--- src/rtl/mdio_master_gen.sv ---
// mdio_master_gen: IEEE 802.3 MDIO management master (Clause 22 / Clause 45).
// Sends one 32-bit management frame onto MDC/MDIO for each accepted start
// request. An optional preamble of all-ones precedes the frame. Reads release
// MDIO from the turnaround onwards and capture 16 bits of PHY data.
//
// Ports:
//   clk, reset          system clock, asynchronous active-high reset
//   mdio_start          start request (honoured in IDLE only)
//   t_data[31:0]        {ST, OP, PHYAD/PRTAD, REGAD/DEVAD, TA, data/address}
//   no_preamble         skip the preamble for this frame
//   mdio_in             MDIO pad input
//   rd_data[15:0]       last read data
//   data_rdy            one-clk completion pulse
//   busy                frame in progress
//   ta_err              read turnaround error, held until the next accepted start
//   frame_err           one-clk pulse when a start is rejected
//   mdc, mdio_oe, mdio_out  PHY pin drivers
module mdio_master_gen #(
  parameter int CLK_DIV      = 2,
  parameter int PREAMBLE_LEN = 32
) (
  input  logic        clk,
  input  logic        reset,
  input  logic        mdio_start,
  input  logic [31:0] t_data,
  input  logic        no_preamble,
  input  logic        mdio_in,
  output logic [15:0] rd_data,
  output logic        data_rdy,
  output logic        busy,
  output logic        ta_err,
  output logic        frame_err,
  output logic        mdc,
  output logic        mdio_oe,
  output logic        mdio_out
);

  localparam int DW = (CLK_DIV > 1) ? $clog2(CLK_DIV) : 1;
  localparam logic [DW-1:0] DIV_LAST = DW'(CLK_DIV - 1);

  typedef enum logic [2:0] {
    IDLE, PREAMBLE, HEADER, TA_WR, TA_RD, DATA_WR, DATA_RD, DONE
  } state_t;

  state_t        state_q, state_d;
  logic [31:0]   sh_q;        // outgoing frame, MSB is the bit on the wire
  logic          rd_q;        // latched OP[1]
  logic [5:0]    cnt_q, cnt_d; // bits remaining in current phase, minus one
  logic [DW-1:0] div_q;
  logic          arm_q;       // one-cycle gap between accept and first low half
  logic          mdc_q, oe_q, out_q, busy_q;
  logic [15:0]   shadow_q, rd_data_q;
  logic          data_rdy_q, ta_err_q, frame_err_q;
  logic          nxt_oe, nxt_out;
  logic          start_ok;

  // Clause 45 accepts any OP; Clause 22 only write (01) and read (10).
  assign start_ok = (t_data[31:30] == 2'b00) ||
                    ((t_data[31:30] == 2'b01) && (t_data[29] != t_data[28]));

  // Phase sequencing and the value of the bit that starts at the next low half.
  always_comb begin
    state_d = state_q;
    cnt_d   = cnt_q - 6'd1;
    if (cnt_q == 6'd0) begin
      case (state_q)
        PREAMBLE: begin state_d = HEADER;                 cnt_d = 6'd13; end
        HEADER:   begin state_d = rd_q ? TA_RD : TA_WR;   cnt_d = 6'd1;  end
        TA_WR:    begin state_d = DATA_WR;                cnt_d = 6'd15; end
        TA_RD:    begin state_d = DATA_RD;                cnt_d = 6'd15; end
        default:  begin state_d = DONE;                   cnt_d = 6'd0;  end
      endcase
    end
    nxt_oe = !((state_d == TA_RD) || (state_d == DATA_RD));
    if ((state_d == PREAMBLE) || !nxt_oe) nxt_out = 1'b1;
    // The shift register only advances once the preamble is over.
    else if (state_q == PREAMBLE)         nxt_out = sh_q[31];
    else                                  nxt_out = sh_q[30];
  end

  always_ff @(posedge clk or posedge reset) begin
    if (reset) begin
      state_q     <= IDLE;
      sh_q        <= '0;
      rd_q        <= 1'b0;
      cnt_q       <= '0;
      div_q       <= '0;
      arm_q       <= 1'b0;
      mdc_q       <= 1'b0;
      oe_q        <= 1'b0;
      out_q       <= 1'b1;
      busy_q      <= 1'b0;
      shadow_q    <= '0;
      rd_data_q   <= '0;
      data_rdy_q  <= 1'b0;
      ta_err_q    <= 1'b0;
      frame_err_q <= 1'b0;
    end else begin
      data_rdy_q  <= 1'b0;
      frame_err_q <= 1'b0;
      case (state_q)
        IDLE: begin
          if (mdio_start) begin
            if (start_ok) begin
              sh_q     <= t_data;
              rd_q     <= t_data[29];
              ta_err_q <= 1'b0;
              arm_q    <= 1'b1;
              if (no_preamble || (PREAMBLE_LEN == 0)) begin
                state_q <= HEADER;
                cnt_q   <= 6'd13;
              end else begin
                state_q <= PREAMBLE;
                cnt_q   <= 6'(PREAMBLE_LEN - 1);
              end
            end else begin
              frame_err_q <= 1'b1;
            end
          end
        end
        DONE: state_q <= IDLE;
        default: begin
          if (arm_q) begin
            // First low half: drive the first bit, start the divider.
            arm_q  <= 1'b0;
            busy_q <= 1'b1;
            div_q  <= '0;
            mdc_q  <= 1'b0;
            oe_q   <= 1'b1;
            out_q  <= (state_q == PREAMBLE) ? 1'b1 : sh_q[31];
          end else if (div_q == DIV_LAST) begin
            div_q <= '0;
            mdc_q <= ~mdc_q;
            if (!mdc_q) begin
              // Rising MDC: sample the PHY.
              if ((state_q == TA_RD) && (cnt_q == 6'd0) && mdio_in) ta_err_q <= 1'b1;
              if (state_q == DATA_RD) shadow_q <= {shadow_q[14:0], mdio_in};
            end else begin
              // Falling MDC: bit finished, present the next one.
              cnt_q   <= cnt_d;
              state_q <= state_d;
              if (state_q != PREAMBLE) sh_q <= {sh_q[30:0], 1'b0};
              if (state_d == DONE) begin
                busy_q     <= 1'b0;
                oe_q       <= 1'b0;
                out_q      <= 1'b1;
                data_rdy_q <= 1'b1;
                if (rd_q) rd_data_q <= shadow_q;
              end else begin
                oe_q  <= nxt_oe;
                out_q <= nxt_out;
              end
            end
          end else begin
            div_q <= div_q + 1'b1;
          end
        end
      endcase
    end
  end

  assign rd_data   = rd_data_q;
  assign data_rdy  = data_rdy_q;
  assign busy      = busy_q;
  assign ta_err    = ta_err_q;
  assign frame_err = frame_err_q;
  assign mdc       = mdc_q;
  assign mdio_oe   = oe_q;
  assign mdio_out  = out_q;

endmodule

--- config.mk ---
export PLATFORM = sky130hd
export DESIGN_NAME = mdio_master_gen
export DESIGN_NICKNAME = d
export VERILOG_FILES = /design/src/rtl/mdio_master_gen.sv
export SDC_FILE = /design/constraint.sdc
export NUM_CORES = 1
export LEC_CHECK = 0
export ABC_AREA = 1
export CAP_MARGIN = 25
export CORE_ASPECT_RATIO = 1.2
export CORE_MARGIN = 1.5
export CORE_UTILIZATION = 30
export CTS_CLUSTER_SIZE = 40
export DETAILED_ROUTE_END_ITERATION = 6
export GPL_TIMING_DRIVEN = 0
export PLACE_DENSITY = 0.49
export SLEW_MARGIN = 5
export SYNTH_ARGS = -nofsm -noshare
export SYNTH_HDL_FRONTEND = slang
export SYNTH_SLANG_ARGS = --single-unit
--- constraint.sdc ---
create_clock -name clk -period 2.91 [get_ports clk]
set_input_delay 0.291 -clock clk [delete_from_list [all_inputs] [get_ports clk]]
set_output_delay 0.291 -clock clk [all_outputs]
set_load 0.02 [all_outputs]
==> impl_results.md <==
- Run status: complete, no violations
- Layout cell share with drive strength beyond 1: 6.92%
- Register area: 2080 µm²
- Ys Warns: 0
- CORE AREA: 13,200 µm²
- Largest net degree at the start of global routing: 64
- Crit-path max FO: 10
- P_leak: 2.66 nW
- First-pass GRT wire length: 16,400 µm
- PortBufs: 59
- Hold_buf cts: 0
- IO Pins: 60
- Routed Antenna Nets: 0
- Least-Margin Pin Slew: 0.495 ns
- Cts repair resizes: 0
- Number of library cell types mapped by synthesis: 33
- Clock Sink Count: 83
- Max Cap Violations: 0
- Post-synthesis instance area: 4070 µm²
- Clk_skew: 0.00744 ns
- Tmin final: 2.01 ns
- CTS root buffer: clkbuf_16
- Filler Cell Count: 1,426
- WP data required: 3.14 ns
- Fin worst setup slack: 0.901 ns
- Initial Util: 30.7%
- Routed vias: 3,547
- Power density over cell area: 441 nW/µm²
- Clk buf depth: 2
- Initial antenna violation count: 0
- Tcrit/Tclk final: 69.0%
- Routability cong.: 0.838
- Largest cells by area after synthesis: dfrtp_1 50%, nand2_1 22%, o21ai_0 7.8%
- Crit. End Element: register
- WP buf/inv: 3
- Wire per inst: 12.3 µm
- Ant diodes: 0
- Initial detailed-routing violation count: 147
- Synth Area in XOR/XNOR: 0.862%
- Startpoint types: register
- Relative slew margins: 67.0%
- CP cell instances: inv_1, ha_1, nand3_1, buf_2, nor2_1, nor2_1, nand2_2, nand2_2, nor2_8, nand2_4, buf_6, nand2_1, nand2_1
- Adder-Cell Fraction of Synth Area: 0.615%
- Crit path kind: register to register
- CTS tree: built
- Number of synthesized register bits: 83
- Family with the most delay on the worst path: simple AND/OR/NAND/NOR gates
- Estimated wirelength of the detail-placed design: 6930 µm
- Vias in the first global route: 3,484
- CP max stage delay: 0.37 ns
- Area of the multi-input gates: 1730 µm²
- Fin nets: 641
- # setup viols final: 0
- Post-Route WL: 9550 µm
- Synth Area in Simple Gates: 30.9%
- Post-synthesis sequential area ratio: 51.1%
- RSZ-0062 raised after global routing: no
- VDD IR-drop max: 252 µV
- Max Used Layer: met4
- Clock slew at reported path FFs: 0.06 ns
- Mux contribution to synthesized area: 0.277%
- Yosys top cell area share: 50.5%
- Mean post-synth cell area: 7.66 µm²
- FMAX: 498 MHz
- Post-Synthesis Cells: 531
- Slowest-stage cell, CP: dfrtp_1
- Clock buffer count from CTS: 9
- Slew Limit Fails: 0
- H-tree depth: 3
- Final core occ: 38.9%
- WL met3: 393 µm
- Post-Syn Nets: 570
- Area leader, netlist: dfrtp_1
- Synth Area in Compound Gates: 9.91%
- DP Worst Slack: 0.592 ns
- P&R area growth vs syn: 26.6%
- Met2 wire len: 4600 µm
- WP data arrival: 2.24 ns
- Die Span Y: 131 µm
- WHS: 0.282 ns
- Remaining global-route overflow: 0
- FP Rows: 46
- Drc violations: 0
- Routed metal-1 wirelength: 4350 µm
- Total GRT Usage: 14.7%
- Full die area: 14,300 µm²
- Combinational family with the most area after synthesis: simple AND/OR/NAND/NOR gates
- Post-CTS setup buffers: 0
- Vias per inst: 4.58
- Pre-Repair DR Iteration Count: 6
- Final hold viol count: 0
- Die extent in x: 109 µm
- Clock Latency Late Sink: 0.34 ns
- Worst min path class: input port to async pin
[cells by family (layout without fill, tap and decap cells)]
logic type / after synthesis / after routing
and+or+nand+nor: 301 / 301
DFF: 83 / 83
AOI/OAI and AO/OA: 79 / 79
buffers and inverters: 61 / 137
xor gates and xnor gates: 4 / 4
adders and majority gates: 2 / 2
muxes: 1 / 1
[worst reg2reg max path, stage by stage (launching register included)]
cell	delay, ns
dfrtp_1	0.37
inv_1	0.14
ha_1	0.19
nand3_1	0.10
buf_2	0.20
nor2_1	0.11
nor2_1	0.06
nand2_2	0.09
nand2_2	0.10
nor2_8	0.17
nand2_4	0.10
buf_6	0.15
nand2_1	0.06
nand2_1	0.05
[cells in the final DEF (no fill, tap or decap), drive strengths merged, types with 2 or more instances in the layout]
master	n
buf	11
nand2	240
nor2	24
dfrtp	82
clkdlybuf4s50	59
clkbuf	31
nor4	2
xor2	3
nand4	3
a21oi	11
nand3	30
ha	2
inv	36
o21ai	66
[final timing paths]
check,startpoint,endpoint,slack [ns],depth (start not counted)
worst min-delay path,reset,sh_q[4],0.28,2
worst max-delay path,cnt_q[0],rd_data[8],0.90,13
min in group clk,rd_data[11],rd_data[11],0.47,2
worst min register to register,rd_data[11],rd_data[11],0.47,2
max in group asynchronous,reset,mdio_out,1.96,3
worst max register to register,cnt_q[0],rd_data[8],0.90,13
[cells in the mapped netlist]
library cell,count
nand2_2,4
nor2_2,3
nand4_4,1
nand4_1,2
a21oi_1,11
ha_1,2
nor2_1,20
nand3_1,28
mux2_2,1
nor4_1,1
xnor2_1,1
clkbuf_1,15
buf_2,5
o22ai_1,1
o21a_1,1
or2_2,1
buf_1,1
nand2_1,235
o21ai_2,1
buf_6,2
nand2_4,1
inv_2,5
nand3_2,2
dfstp_2,1
nor2_8,1
dfrtp_1,82
xor2_1,3
buf_4,2
o21ai_0,63
nor3_1,1
inv_1,31
o21ai_1,2
nor4_2,1
[power breakdown]
group          internal [mW]  switching [mW]
sequential              1.16         0.00608
combinational         0.0530          0.0438
clock                  0.581           0.425
total                   1.80           0.475
[per-layer routing]
layer	track usage, %	vias to the layer above
li1	-	1817
met4	6.95	0
met3	2.68	15
met1	18.1	1632
met5	0	-
met2	24.9	83
[metrics by stage]
stage               setup TNS [ns]  power, mW  area (µm²)  instances
global placement            -95.96       1.28        4870        758
detailed placement               0       1.29        4900        759
global route                     0       2.36        5150        775
CTS                              0       2.32        5150        775
finish                           0       2.27        5150        775
floorplan                        0       1.22        4070        531
[final cells by class]
| cell class | count | share of cell area [%] |
|---|---|---|
| buffer | 25 | 2.38 |
| clock buffer | 16 | 4.88 |
| inverter | 36 | 2.67 |
| multi-input combinational | 387 | 33.6 |
| sequential | 83 | 40.4 |
| tap | 168 | 4.08 |
| timing repair buffer | 60 | 12.0 |
[flip-flops by register name, indices dropped and copies added, names as in the netlist]
| name | cells |
|---|---|
| arm_q | 1 |
| busy | 1 |
| cnt_q | 6 |
| data_rdy | 1 |
| div_q | 1 |
| frame_err | 1 |
| mdc | 1 |
| mdio_oe | 1 |
| mdio_out | 1 |
| rd_data | 16 |
| rd_q | 1 |
| sh_q | 32 |
| shadow_q | 16 |
| state_q | 3 |
| ta_err | 1 |
Note: power is estimated with default switching activity, not from simulation.
